File: config.mk
export PLATFORM = sky130hd
export DESIGN_NAME = warp_scheduler_flat
export DESIGN_NICKNAME = d
export VERILOG_FILES = /design/src/rtl/gpu_pkg.sv /design/src/rtl/warp_scheduler_if.sv /design/src/rtl/rr_arbiter.sv /design/src/rtl/warp_scheduler.sv /design/src/flat_wrapper.sv
export SDC_FILE = /design/constraint.sdc
export NUM_CORES = 1
export LEC_CHECK = 0
export ABC_AREA = 1
export CORE_AREA = 2 2 165 167
export CTS_CLUSTER_DIAMETER = 120
export DETAILED_ROUTE_END_ITERATION = 8
export DIE_AREA = 0 0 167 169
export GPL_TIMING_DRIVEN = 0
export MAX_ROUTING_LAYER = met4
export PLACE_DENSITY = 0.75
export SYNTH_ARGS = -nofsm -noshare
export SYNTH_HDL_FRONTEND = slang
export SYNTH_HIERARCHICAL = 1
export SYNTH_SLANG_ARGS = --single-unit
File: constraint.sdc
create_clock -name clk -period 4.7 [get_ports clk]
set_input_delay 0.94 -clock clk [delete_from_list [all_inputs] [get_ports clk]]
set_output_delay 0.94 -clock clk [all_outputs]
set_load 0.005 [all_outputs]
File: src/rtl/gpu_pkg.sv
// Shared types for the SIMD core: instruction opcodes, per-warp scheduler
// states and the location of the opcode field inside an instruction word.
package gpu_pkg;

  typedef enum logic [3:0] {
    OP_ADD  = 4'h0,
    OP_SUB  = 4'h1,
    OP_MUL  = 4'h2,
    OP_AND  = 4'h3,
    OP_OR   = 4'h4,
    OP_XOR  = 4'h5,
    OP_HALT = 4'hF
  } opcode_t;

  typedef enum logic [2:0] {
    WS_IDLE  = 3'd0,
    WS_READY = 3'd1,
    WS_FETCH = 3'd2,
    WS_ISSUE = 3'd3,
    WS_EXEC  = 3'd4,
    WS_DONE  = 3'd5
  } warp_state_t;

  localparam int OPC_MSB = 15;
  localparam int OPC_LSB = 12;

  function automatic logic is_halt(input logic [3:0] opcode);
    return opcode == OP_HALT;
  endfunction

endpackage

File: src/rtl/warp_scheduler_if.sv
// Bundle of launch, instruction-fetch, issue and writeback signals around the
// warp scheduler, plus a per-warp state view for checkers.
interface warp_scheduler_if #(
  parameter int NUM_WARPS = 4,
  parameter int PC_W      = 8,
  parameter int INSTR_W   = 32
) ();
  import gpu_pkg::*;
  localparam int WARP_W = $clog2(NUM_WARPS);

  logic                  start;
  logic [PC_W-1:0]       base_pc;
  logic [NUM_WARPS-1:0]  warp_mask;
  logic                  imem_req;
  logic [PC_W-1:0]       imem_addr;
  logic                  imem_valid;
  logic [INSTR_W-1:0]    imem_rdata;
  // Issue port: issue_instr/issue_warp are held stable from the rise of
  // issue_valid until a rising edge sees issue_valid && issue_ready; that edge
  // is the one and only transfer of the instruction.
  logic                  issue_valid;
  logic                  issue_ready;
  logic [INSTR_W-1:0]    issue_instr;
  logic [WARP_W-1:0]     issue_warp;
  logic                  wb_valid;
  logic [WARP_W-1:0]     wb_warp;
  logic                  busy;
  logic                  done;
  logic                  err;
  warp_state_t [NUM_WARPS-1:0] dbg_state;

  modport master (
    input  start, base_pc, warp_mask, imem_valid, imem_rdata, issue_ready,
           wb_valid, wb_warp,
    output imem_req, imem_addr, issue_valid, issue_instr, issue_warp,
           busy, done, err, dbg_state
  );

  modport slave (
    output start, base_pc, warp_mask, imem_valid, imem_rdata, issue_ready,
           wb_valid, wb_warp,
    input  imem_req, imem_addr, issue_valid, issue_instr, issue_warp,
           busy, done, err, dbg_state
  );

endinterface

File: src/rtl/rr_arbiter.sv
// Round-robin arbiter: grants the first requester at or after the priority
// pointer; the pointer moves to grant+1 when the grant is consumed.
module rr_arbiter #(
  parameter int N = 4
) (
  input  logic                 clk,
  input  logic                 reset,
  input  logic                 clear,
  input  logic [N-1:0]         req,
  input  logic                 advance,
  output logic [N-1:0]         grant,
  output logic [$clog2(N)-1:0] grant_idx
);
  localparam int IDX_W = $clog2(N);

  logic [IDX_W-1:0] ptr;
  logic [IDX_W-1:0] base;
  logic [IDX_W-1:0] idx;
  logic             found;

  // A clear in the same cycle as a request arbitrates from position 0.
  assign base = clear ? '0 : ptr;

  always_comb begin
    grant     = '0;
    grant_idx = '0;
    found     = 1'b0;
    idx       = '0;
    for (int i = 0; i < N; i++) begin
      idx = base + IDX_W'(i);
      if (!found && req[idx]) begin
        found          = 1'b1;
        grant[idx]     = 1'b1;
        grant_idx      = idx;
      end
    end
  end

  always_ff @(posedge clk or negedge reset) begin
    if (!reset)                ptr <= '0;
    else if (advance && found) ptr <= grant_idx + 1'b1;
    else if (clear)            ptr <= '0;
  end

endmodule

File: src/rtl/warp_scheduler.sv
// Round-robin warp scheduler: per-warp PC/state, one outstanding instruction
// fetch, one instruction offered to the lane datapath at a time.
module warp_scheduler import gpu_pkg::*; #(
  parameter int NUM_WARPS = 4,
  parameter int PC_W      = 8,
  parameter int INSTR_W   = 32
) (
  input  logic             clk,
  input  logic             reset,
  warp_scheduler_if.master bus
);
  localparam int WARP_W = $clog2(NUM_WARPS);

  warp_state_t [NUM_WARPS-1:0] state;
  warp_state_t [NUM_WARPS-1:0] state_pre;
  logic [PC_W-1:0]    pc        [NUM_WARPS];
  logic [PC_W-1:0]    pc_pre    [NUM_WARPS];
  logic [INSTR_W-1:0] instr     [NUM_WARPS];
  logic [INSTR_W-1:0] instr_pre [NUM_WARPS];
  logic               fetch_out, fetch_out_pre;
  logic [WARP_W-1:0]  fetch_warp;
  logic               start_acc, viol, all_done;
  logic               fetch_adv, issue_adv, fetch_take, issue_take;
  logic [NUM_WARPS-1:0] fetch_req, issue_req, fetch_grant, issue_grant;
  logic [WARP_W-1:0]  fetch_idx, issue_idx;

  assign start_acc     = bus.start && !bus.busy;
  assign bus.dbg_state = state;

  always_comb begin
    all_done = bus.busy;
    for (int w = 0; w < NUM_WARPS; w++)
      if (state[w] != WS_DONE) all_done = 1'b0;
  end

  // Apply this cycle's launch, fetch response, issue handshake and writeback;
  // the arbiters then choose from the resulting states.
  always_comb begin
    state_pre     = state;
    pc_pre        = pc;
    instr_pre     = instr;
    fetch_out_pre = fetch_out;
    viol          = 1'b0;
    if (start_acc && (|bus.warp_mask)) begin
      for (int w = 0; w < NUM_WARPS; w++) begin
        state_pre[w] = bus.warp_mask[w] ? WS_READY : WS_DONE;
        if (bus.warp_mask[w]) pc_pre[w] = bus.base_pc;
      end
    end
    if (bus.imem_valid) begin
      if (fetch_out) begin
        fetch_out_pre         = 1'b0;
        instr_pre[fetch_warp] = bus.imem_rdata;
        pc_pre[fetch_warp]    = pc[fetch_warp] + 1'b1;
        state_pre[fetch_warp] = is_halt(bus.imem_rdata[OPC_MSB:OPC_LSB]) ? WS_DONE : WS_ISSUE;
      end else begin
        viol = 1'b1;
      end
    end
    if (bus.issue_valid && bus.issue_ready) state_pre[bus.issue_warp] = WS_EXEC;
    if (bus.wb_valid) begin
      if (state[bus.wb_warp] == WS_EXEC) state_pre[bus.wb_warp] = WS_READY;
      else                               viol = 1'b1;
    end
  end

  always_comb begin
    for (int w = 0; w < NUM_WARPS; w++) begin
      fetch_req[w] = (state_pre[w] == WS_READY);
      issue_req[w] = (state_pre[w] == WS_ISSUE);
    end
  end

  assign fetch_adv  = !fetch_out_pre;
  assign issue_adv  = !bus.issue_valid || bus.issue_ready;
  assign fetch_take = fetch_adv && (|fetch_grant);
  assign issue_take = issue_adv && (|issue_grant);

  rr_arbiter #(.N(NUM_WARPS)) u_fetch_arb (
    .clk(clk), .reset(reset), .clear(start_acc), .req(fetch_req),
    .advance(fetch_adv), .grant(fetch_grant), .grant_idx(fetch_idx)
  );

  rr_arbiter #(.N(NUM_WARPS)) u_issue_arb (
    .clk(clk), .reset(reset), .clear(start_acc), .req(issue_req),
    .advance(issue_adv), .grant(issue_grant), .grant_idx(issue_idx)
  );

  always_ff @(posedge clk or negedge reset) begin
    if (!reset) begin
      for (int w = 0; w < NUM_WARPS; w++) begin
        state[w] <= WS_IDLE;
        pc[w]    <= '0;
        instr[w] <= '0;
      end
      fetch_out       <= 1'b0;
      fetch_warp      <= '0;
      bus.imem_req    <= 1'b0;
      bus.imem_addr   <= '0;
      bus.issue_valid <= 1'b0;
      bus.issue_instr <= '0;
      bus.issue_warp  <= '0;
      bus.busy        <= 1'b0;
      bus.done        <= 1'b0;
      bus.err         <= 1'b0;
    end else begin
      pc           <= pc_pre;
      instr        <= instr_pre;
      fetch_out    <= fetch_out_pre || fetch_take;
      bus.imem_req <= fetch_take;
      if (fetch_take) begin
        fetch_warp    <= fetch_idx;
        bus.imem_addr <= pc_pre[fetch_idx];
      end
      if (issue_adv) bus.issue_valid <= issue_take;
      if (issue_take) begin
        bus.issue_instr <= instr_pre[issue_idx];
        bus.issue_warp  <= issue_idx;
      end
      bus.err  <= viol || (bus.err && !start_acc);
      bus.done <= all_done || (start_acc && (bus.warp_mask == '0));
      if (start_acc && (|bus.warp_mask)) bus.busy <= 1'b1;
      else if (all_done)                 bus.busy <= 1'b0;
      for (int w = 0; w < NUM_WARPS; w++) begin
        if (all_done)                                     state[w] <= WS_IDLE;
        else if (fetch_take && (fetch_idx == WARP_W'(w))) state[w] <= WS_FETCH;
        else                                              state[w] <= state_pre[w];
      end
    end
  end

endmodule

File: src/flat_wrapper.sv
// flat-port wrapper written by rule: the top's interface ports become plain ports
module warp_scheduler_flat import gpu_pkg::*;
#(
  parameter int NUM_WARPS = 4,
  parameter int PC_W      = 8,
  parameter int INSTR_W   = 32
)
  (clk, reset, bus_start, bus_base_pc, bus_warp_mask, bus_imem_valid, bus_imem_rdata, bus_issue_ready, bus_wb_valid, bus_wb_warp, bus_imem_req, bus_imem_addr, bus_issue_valid, bus_issue_instr, bus_issue_warp, bus_busy, bus_done, bus_err, bus_dbg_state);
  warp_scheduler_if #(.NUM_WARPS(NUM_WARPS), .PC_W(PC_W), .INSTR_W(INSTR_W)) bus_i ();
  input  logic clk;
  input  logic reset;
  input wire logic [$bits(bus_i.start)-1:0] bus_start;
  input wire logic [$bits(bus_i.base_pc)-1:0] bus_base_pc;
  input wire logic [$bits(bus_i.warp_mask)-1:0] bus_warp_mask;
  input wire logic [$bits(bus_i.imem_valid)-1:0] bus_imem_valid;
  input wire logic [$bits(bus_i.imem_rdata)-1:0] bus_imem_rdata;
  input wire logic [$bits(bus_i.issue_ready)-1:0] bus_issue_ready;
  input wire logic [$bits(bus_i.wb_valid)-1:0] bus_wb_valid;
  input wire logic [$bits(bus_i.wb_warp)-1:0] bus_wb_warp;
  output wire logic [$bits(bus_i.imem_req)-1:0] bus_imem_req;
  output wire logic [$bits(bus_i.imem_addr)-1:0] bus_imem_addr;
  output wire logic [$bits(bus_i.issue_valid)-1:0] bus_issue_valid;
  output wire logic [$bits(bus_i.issue_instr)-1:0] bus_issue_instr;
  output wire logic [$bits(bus_i.issue_warp)-1:0] bus_issue_warp;
  output wire logic [$bits(bus_i.busy)-1:0] bus_busy;
  output wire logic [$bits(bus_i.done)-1:0] bus_done;
  output wire logic [$bits(bus_i.err)-1:0] bus_err;
  output wire logic [$bits(bus_i.dbg_state)-1:0] bus_dbg_state;
  assign bus_i.start = bus_start;
  assign bus_i.base_pc = bus_base_pc;
  assign bus_i.warp_mask = bus_warp_mask;
  assign bus_i.imem_valid = bus_imem_valid;
  assign bus_i.imem_rdata = bus_imem_rdata;
  assign bus_i.issue_ready = bus_issue_ready;
  assign bus_i.wb_valid = bus_wb_valid;
  assign bus_i.wb_warp = bus_wb_warp;
  assign bus_imem_req = bus_i.imem_req;
  assign bus_imem_addr = bus_i.imem_addr;
  assign bus_issue_valid = bus_i.issue_valid;
  assign bus_issue_instr = bus_i.issue_instr;
  assign bus_issue_warp = bus_i.issue_warp;
  assign bus_busy = bus_i.busy;
  assign bus_done = bus_i.done;
  assign bus_err = bus_i.err;
  assign bus_dbg_state = bus_i.dbg_state;
  warp_scheduler #(.NUM_WARPS(NUM_WARPS), .PC_W(PC_W), .INSTR_W(INSTR_W)) u_core (.clk(clk), .reset(reset), .bus(bus_i));
endmodule
==> run summary, run 1 <==
Warnings from Yosys: 6
Drt pass-1 iters: 6
Post-synthesis cell area: 12200 µm²
Final worst slack: 0.149 ns
Critical path launch point type: input pin
Die Y: 169 µm
Pins over their slew limit: 0
DR iter-0 viols: 901
Commonest non-fill, non-tap cells in the layout: nand2_1, dfrtp_1, inv_1, o21ai_0, nor2_1
DP Wirelength: 24200 µm
Hold crit path type: input pin to async pin
Worst setup EP type: register
Skew final: 0.0157 ns
Synth Area per Inst: 7.83 µm²
Gpl congestion: 0.934
Worst r2r src: u_core/fetch_warp[1]
CTS tree: built
Vias per cell: 5.45
FF-to-FF path depth: 21
CTS Buf Count: 24
Initial Util: 46.2%
Commonest non-fill, non-tap cell in the layout: nand2_1
Flops & latches, synth: 226
Reg-to-reg endpoint: u_core/bus.issue_instr[24]
Layout cells sized above 1: 13.2%
Largest net degree at the start of global routing: 115
Asr flop ratio synth: 100%
Placement Setup Slack: -1.68 ns
Core ar.: 26500 µm²
Root Buffer Master: clkbuf_16
Buffers on Ports: 110
Vias after detailed routing: 11300
Clk sinks: 226
Post-synth cell types: 48
Routed wire length: 35600 µm
Post-route ant nets: 0
Nets: 1778
Final setup fails: 0
Max-cap violations: 0
Hold-fix buffers, CTS: 0
Final min period: 4.55 ns
Clock transition at the registers of the reported paths: 0.06 ns
Die area: 28200 µm²
Reg-to-reg setup timing slack: 0.61 ns
Ports: 111
Total GRT Usage: 25.6%
Placed insts: 2015
Relative slew slack: 37.2%
Global-route wire length before repair: 56900 µm
Syn Inst Count: 1563
CP Class: input pin to register
Filler Cell Count: 2481
Vias in the first global route: 11000
Status: complete, no violations
Tcrit/Tclk final: 96.8%
Multi-input gate area: 5460 µm²
Row count: 60
Finished Layout Cells: 2073
Hold slack: 0.456 ns
Die X: 167 µm
EDFF count, synth: 0
Critical Path AT: 4.95 ns
Register area share after synthesis: 46.2%
Initial antenna violation count: 0
# H-tree levels: 1
Fmax: 220 MHz
Crit Path Max Fanout: 10
DRC Markers: 0
Gr ovfl total: 0
Clock latency on the worst-skew pair: 0.52 ns
Synth Flop Type: dfrtp_1
# diodes: 0
P&R area growth vs syn: 22.3%
Maximum clock path buffer count: 3
Worst-Margin Slew: 0.943 ns
Syn nets: 1626
Worst path required time: 5.10 ns
Routed WL per cell: 17.2 µm
Sequential standard cell area: 5660 µm²
Final hold violations: 0
[worst max-delay path by stage]
stage	from	endpoint	slack, ns	cells past startpoint
after floorplan	bus_imem_valid	u_core/bus.issue_instr[10]	0.16	20
after global placement	reset	u_core/bus.issue_instr[7]	-7.03	1
after detailed placement	bus_start	u_core/bus.issue_instr[24]	-1.68	21
after CTS	bus_wb_warp[0]	u_core/bus.issue_instr[24]	0.01	23
after global routing	bus_warp_mask[0]	u_core/bus.issue_instr[21]	-0.04	23
final	bus_warp_mask[3]	u_core/bus.issue_instr[24]	0.15	23
[logic make-up after synthesis]
family / Yosys count / share of synthesized area [%]
AOI/OAI and AO/OA: 355 / 16.6
adders and majority gates: 11 / 1.12
buffers and inverters: 279 / 10.0
DFF: 226 / 46.2
muxes: 32 / 2.95
and+or+nand+nor: 660 / 23.0
[metrics by stage]
step	util (%)	TNS, ns	area [µm²]
floorplan	-	0	12200
global placement	51.9	-1656.91	13800
detailed placement	52.1	-77.10	13800
CTS	55.9	0	14800
global route	56.4	-0.734	15000
finish	56.4	0	15000
[critical path, stage by stage]
cell,delay [ns]
clkdlybuf4s50_1,0.46
inv_1,0.07
nand4_1,0.20
nand2_4,0.15
buf_4,0.17
nor2_4,0.20
o21ai_0,0.13
nand2_1,0.07
nand2_1,0.05
nand2_1,0.11
nor3b_4,0.31
nand3_2,0.16
nand3_1,0.12
nand2_2,0.08
buf_6,0.15
nand2_1,0.14
o22ai_1,0.10
a21oi_1,0.12
o21ai_1,0.12
o41ai_4,0.36
buf_6,0.19
clkbuf_8,0.21
mux2_2,0.35
[registers in the layout, indices dropped and copies added (netlist names)]
name,flops
u_core/bus.busy,1
u_core/bus.dbg_state,12
u_core/bus.done,1
u_core/bus.err,1
u_core/bus.imem_addr,8
u_core/bus.imem_req,1
u_core/bus.issue_instr,32
u_core/bus.issue_valid,1
u_core/bus.issue_warp,2
u_core/fetch_out,1
u_core/fetch_warp,2
u_core/instr,128
u_core/pc,32
u_core/u_fetch_arb/ptr,2
u_core/u_issue_arb/ptr,2
[final cells by class]
type | instances | share of cell area (%)
buffer | 69 | 3.26
clock buffer | 32 | 4.76
clock inverter | 11 | 0.945
inverter | 208 | 5.37
multi-input combinational | 1058 | 36.5
sequential | 226 | 37.8
tap | 341 | 2.85
timing repair buffer | 128 | 8.51
[Yosys cell counts, drive strengths merged (24+ instances only)]
library cell | number | area, µm²
mux2 | 32 | 360
o21a | 36 | 270
nand3 | 102 | 543
nand2 | 404 | 1580
buf | 40 | 318
clkbuf | 31 | 116
dfrtp | 226 | 5660
a21oi | 34 | 170
o22ai | 38 | 238
o211ai | 24 | 180
nor2 | 129 | 541
inv | 204 | 773
o21ai | 212 | 1060
[routing by layer]
layer  global-route usage [%]  part of all wire [%]  wire [µm]
met1                     33.0                    42      14800
met4                     7.16                   2.3        835
met3                     3.48                   7.9       2830
met5                        -                     0          0
met2                     42.5                    48      17100
[what timing repair did]
item / 4_1_cts / 5_1_grt
gates cloned: 0 / 0
pin swaps: 3 / 9
resized for setup: 48 / 26
setup endpoints to repair: 56 / 56
setup buffers: 4 / 13
Power of run 1 is left out: the tool's default activity adds up to more than one toggle a clock period on the data nets, which glitch-free logic cannot reach.
==> inputs of run 2 (changes only) <==
Settings changed: CORE_AREA 2 2 165 167 to 3 3 166 168, DIE_AREA 0 0 167 169 to 0 0 169 171.
==> run 2 against run 1 <==
Effect of this change: design area is 0.67% lower; clock skew grew 0.00074 ns; final cell count fell by 0.63%; setup slack gained 0.11 ns; maximum frequency grew 2.4%; via count rose by 0.85%; first-iteration DRC count increased by 24%; register-to-register slack improved by 0.06 ns; die area up 2.4%; wire length rose by 1.2%; highest routed layer unchanged.
==> run summary, run 2 (synthesis gave the netlist of run 1 again) <==
DR iter-0 viols: 1120
Die area: 28900 µm²
Post-route ant nets: 0
# H-tree levels: 1
Critical path launch point type: input pin
Nets: 1772
Clock transition at the registers of the reported paths: 0.06 ns
Vias after detailed routing: 11400
Dpl cell area: 13800 µm²
Max reg flops: 128
Final core occ: 57.0%
Hold crit path type: input pin to async pin
Die X: 169 µm
Filler Cell Count: 2338
# diodes: 0
Final worst slack: 0.254 ns
Final setup fails: 0
Routed wire length: 36000 µm
Relative slew slack: 41.0%
Core ar.: 26100 µm²
Reg-to-reg setup timing slack: 0.67 ns
Crit Path Max Fanout: 9
Root Buffer Master: clkbuf_16
Final Cell Area: 14900 µm²
Skew final: 0.0165 ns
Status: complete, no violations
Row count: 59
Worst setup EP type: register
P&R area growth vs syn: 21.4%
DP Wirelength: 24700 µm
Routed WL per cell: 17.5 µm
DRC Markers: 0
Final hold violations: 0
Layout cells sized above 1: 12.9%
Clk sinks: 226
Drt pass-1 iters: 6
Vias per cell: 5.53
Top Registers: u_core/instr x128, u_core/bus.issue_instr x32, u_core/pc x32
Critical Path AT: 4.91 ns
CTS Buf Count: 25
Commonest non-fill, non-tap cells in the layout: nand2_1, dfrtp_1, inv_1, o21ai_0, nor2_1
CTS tree: built
Fmax: 225 MHz
Max-cap violations: 0
Ports: 111
Maximum clock path buffer count: 3
Worst-Margin Slew: 0.876 ns
Initial Util: 46.9%
Tcrit/Tclk final: 94.6%
Gpl congestion: 0.948
Die Y: 171 µm
Commonest non-fill, non-tap cell in the layout: nand2_1
CP Class: input pin to register
Reg with most FFs: u_core/instr
Largest net degree at the start of global routing: 124
Placement Setup Slack: -1.81 ns
Vias in the first global route: 11200
Hold-fix buffers, CTS: 0
Fin Setup TNS: 0 ns
Total GRT Usage: 25.3%
Final min period: 4.45 ns
Global-route wire length before repair: 58100 µm
Pins over their slew limit: 0
Worst path required time: 5.16 ns
Gr ovfl total: 0
Clock latency on the worst-skew pair: 0.54 ns
Buffers on Ports: 110
Initial antenna violation count: 0
## run 2: changes by cell type in the layout (fill, tap and decap cells not counted), sizes merged, moves of 2 or more
cell,before,now
clkbuf,62,60
buf,58,54
clkdlybuf4s50,106,109
dlymetal6s2s,3,0
clkinvlp,4,2
## run 2: final cells by class
cell class	count	area [µm²]	area share, %
buffer	69	477	3.21
clock buffer	33	706	4.75
clock inverter	10	115	0.775
inverter	208	805	5.42
multi-input combinational	1058	5470	36.8
sequential	226	5660	38.1
tap	335	419	2.82
timing repair buffer	121	1210	8.14
## run 2: routing by layer
| metal | GRT usage [%] | vias up | wire, µm |
|---|---|---|---|
| met5 | - | - | 0 |
| met4 | 8.36 | 0 | 1090 |
| met3 | 3.28 | 94 | 2760 |
| met2 | 41.3 | 541 | 17000 |
| met1 | 33.1 | 5387 | 15100 |
| li1 | - | 5377 | - |
## run 2: metrics by stage
stage | instances | hold WS [ns]
floorplan | 1563 | 0.444
global placement | 2008 | 0.458
detailed placement | 2009 | 0.465
CTS | 2055 | 0.483
global route | 2060 | 0.501
finish | 2060 | 0.465
## run 2: final timing paths
| path | start | endpoint | cells past startpoint |
|---|---|---|---|
| worst max-delay path | bus_warp_mask[3] | u_core/bus.imem_addr[1] | 23 |
| worst min-delay path | reset | u_core/bus.imem_req | 1 |
| worst max register to register | u_core/fetch_warp[1] | u_core/bus.issue_instr[24] | 23 |
| worst min register to register | u_core/instr[49] | u_core/instr[49] | 2 |
| max in group asynchronous | reset | u_core/instr[8] | 2 |
| min in group clk | u_core/instr[49] | u_core/instr[49] | 2 |
## run 2: repair_timing
action | CTS | global route
setup buffers | 4 | 6
pin swaps | 3 | 6
gates resized for setup | 37 | 43
setup endpoints to repair | 56 | 56
## run 2: critical path, stage by stage
cell and delay (ns):
clkdlybuf4s50_1 0.41, inv_1 0.11, nand4_1 0.23, nand2_4 0.24
clkinvlp_4 0.20, buf_4 0.18, o31ai_2 0.44, a21oi_4 0.13
inv_1 0.12, nand3_1 0.10, nand3_1 0.09, nand2_1 0.06
nand3_2 0.09, clkinv_2 0.10, nand2_2 0.08, nand2_1 0.06
nand2_1 0.18, clkinvlp_4 0.33, nor2_4 0.32, inv_1 0.14
a21oi_1 0.17, nor2_1 0.07, a21oi_1 0.12
Power of run 2 is left out for the same reason.
==> inputs of run 3 (changes only) <==
Settings changed: PLACE_DENSITY 0.75 to 0.7.
==> run 3 against run 2 <==
Effect of this change: core utilization up 0.92 points; register-to-register slack got worse by 0.03 ns; global-route usage rose by 0.21 points; design area grew 1.6%.
==> run summary, run 3 (synthesis gave the netlist of run 1 again) <==
Worst path required time: 5.16 ns
Pins over their slew limit: 0
Final hold violations: 0
CP Class: input pin to register
CTS Buf Count: 26
Maximum clock path buffer count: 3
Routed WL per cell: 17.6 µm
Initial antenna violation count: 0
Status: complete, no violations
Commonest non-fill, non-tap cell in the layout: nand2_1
Buffers on Ports: 110
Worst-Margin Slew: 0.890 ns
Vias after detailed routing: 11300
Gpl congestion: 0.904
Filler Cell Count: 2401
Core ar.: 26100 µm²
Post-route ant nets: 0
Final Cell Area: 15100 µm²
Crit Path Max Fanout: 10
DRC Markers: 0
Final min period: 4.47 ns
Vias in the first global route: 10900
Max reg flops: 128
CP max stage delay: 0.42 ns
Root Buffer Master: clkbuf_16
# H-tree levels: 1
Critical path launch point type: input pin
Top Registers: u_core/instr x128, u_core/bus.issue_instr x32, u_core/pc x32
Clock latency on the worst-skew pair: 0.55 ns
Reg with most FFs: u_core/instr
Tcrit/Tclk final: 95.1%
Critical Path AT: 4.93 ns
RSZ-0062 raised after global routing: true
Nets: 1783
Clk sinks: 226
Drt pass-1 iters: 6
Worst path top cell family by delay: simple AND/OR/NAND/NOR gates
Hold crit path type: input pin to async pin
Worst setup EP type: register
CTS tree: built
Clock transition at the registers of the reported paths: 0.06 ns
Layout cells sized above 1: 13.9%
Crit path max-delay cell type: nor4_2
Die Y: 171 µm
Global-route wire length before repair: 57800 µm
Die area: 28900 µm²
Dpl cell area: 13800 µm²
Largest net degree at the start of global routing: 106
Commonest non-fill, non-tap cells in the layout: nand2_1, dfrtp_1, inv_1, o21ai_0, nor2_1
Vias per cell: 5.46
Gr ovfl total: 0
Skew final: 0.0211 ns
Max-cap violations: 0
Fmax: 224 MHz
Buf/Inv on CP: 8
Die X: 169 µm
Row count: 59
# diodes: 0
Final core occ: 57.9%
Initial Util: 46.9%
Final worst slack: 0.230 ns
Routed wire length: 36400 µm
DR iter-0 viols: 1013
P&R area growth vs syn: 23.4%
Total GRT Usage: 25.6%
DP Wirelength: 24800 µm
Placement Setup Slack: -1.68 ns
Ports: 111
Final setup fails: 0
Relative slew slack: 40.1%
Hold-fix buffers, CTS: 0
## run 3: cell count changes in the layout (fill, tap and decap cells not counted), moves of 3 or more
cell	before	now
clkinv_2	8	5
nand3_2	7	10
buf_4	13	22
clkbuf_8	5	9
nand3_1	94	91
## run 3: final timing paths
check                                      from  depth (start not counted)  slack [ns]                         to
max reg2reg                u_core/fetch_warp[1]                         29        0.64    u_core/bus.imem_addr[0]
min in group clk               u_core/instr[62]                          2        0.48           u_core/instr[62]
max                            bus_warp_mask[3]                         25        0.23    u_core/bus.imem_addr[0]
max in group asynchronous                 reset                          3        3.22  u_core/bus.issue_instr[7]
min                                       reset                          1        0.25              u_core/pc[29]
min reg2reg                    u_core/instr[62]                          2        0.48           u_core/instr[62]
## run 3: routing by layer
metal	up-vias	GRT usage (%)	part of all wire, %
met2	462	42.0	47
met3	75	3.58	7.0
met1	5378	33.5	43
met4	0	6.99	2.6
li1	5405	-	-
met5	-	-	0
## run 3: cell type report
type,instances,area [µm²],area share [%]
buffer,70,485,3.22
clock inverter,9,130,0.862
inverter,208,807,5.35
multi-input combinational,1058,5510,36.5
tap,335,419,2.78
clock buffer,37,782,5.18
timing repair buffer,130,1300,8.63
sequential,226,5660,37.5
## run 3: metrics by stage
stage	hold slack, ns	setup TNS, ns	instances
after floorplan	0.444	0	1563
after global placement	0.459	-1683.60	2008
after CTS	0.245	0	2060
after detailed placement	0.462	-80.72	2010
final	0.248	0	2073
after global routing	0.250	-0.898	2073
## run 3: worst reg2reg max path: cells and delay by family, from the launching register on
family / cells / cell delay (ns)
flops: 1 / 0.34
compound gates: 4 / 0.38
simple gates: 15 / 1.83
buf+inv: 10 / 1.42
## run 3: what timing repair did
action                                  CTS  global route
endpoints found under the setup margin   58            56
buffers inserted                          5            13
resized for setup                        38            55
pin swaps                                 4            12
Power of run 3 is left out for the same reason.
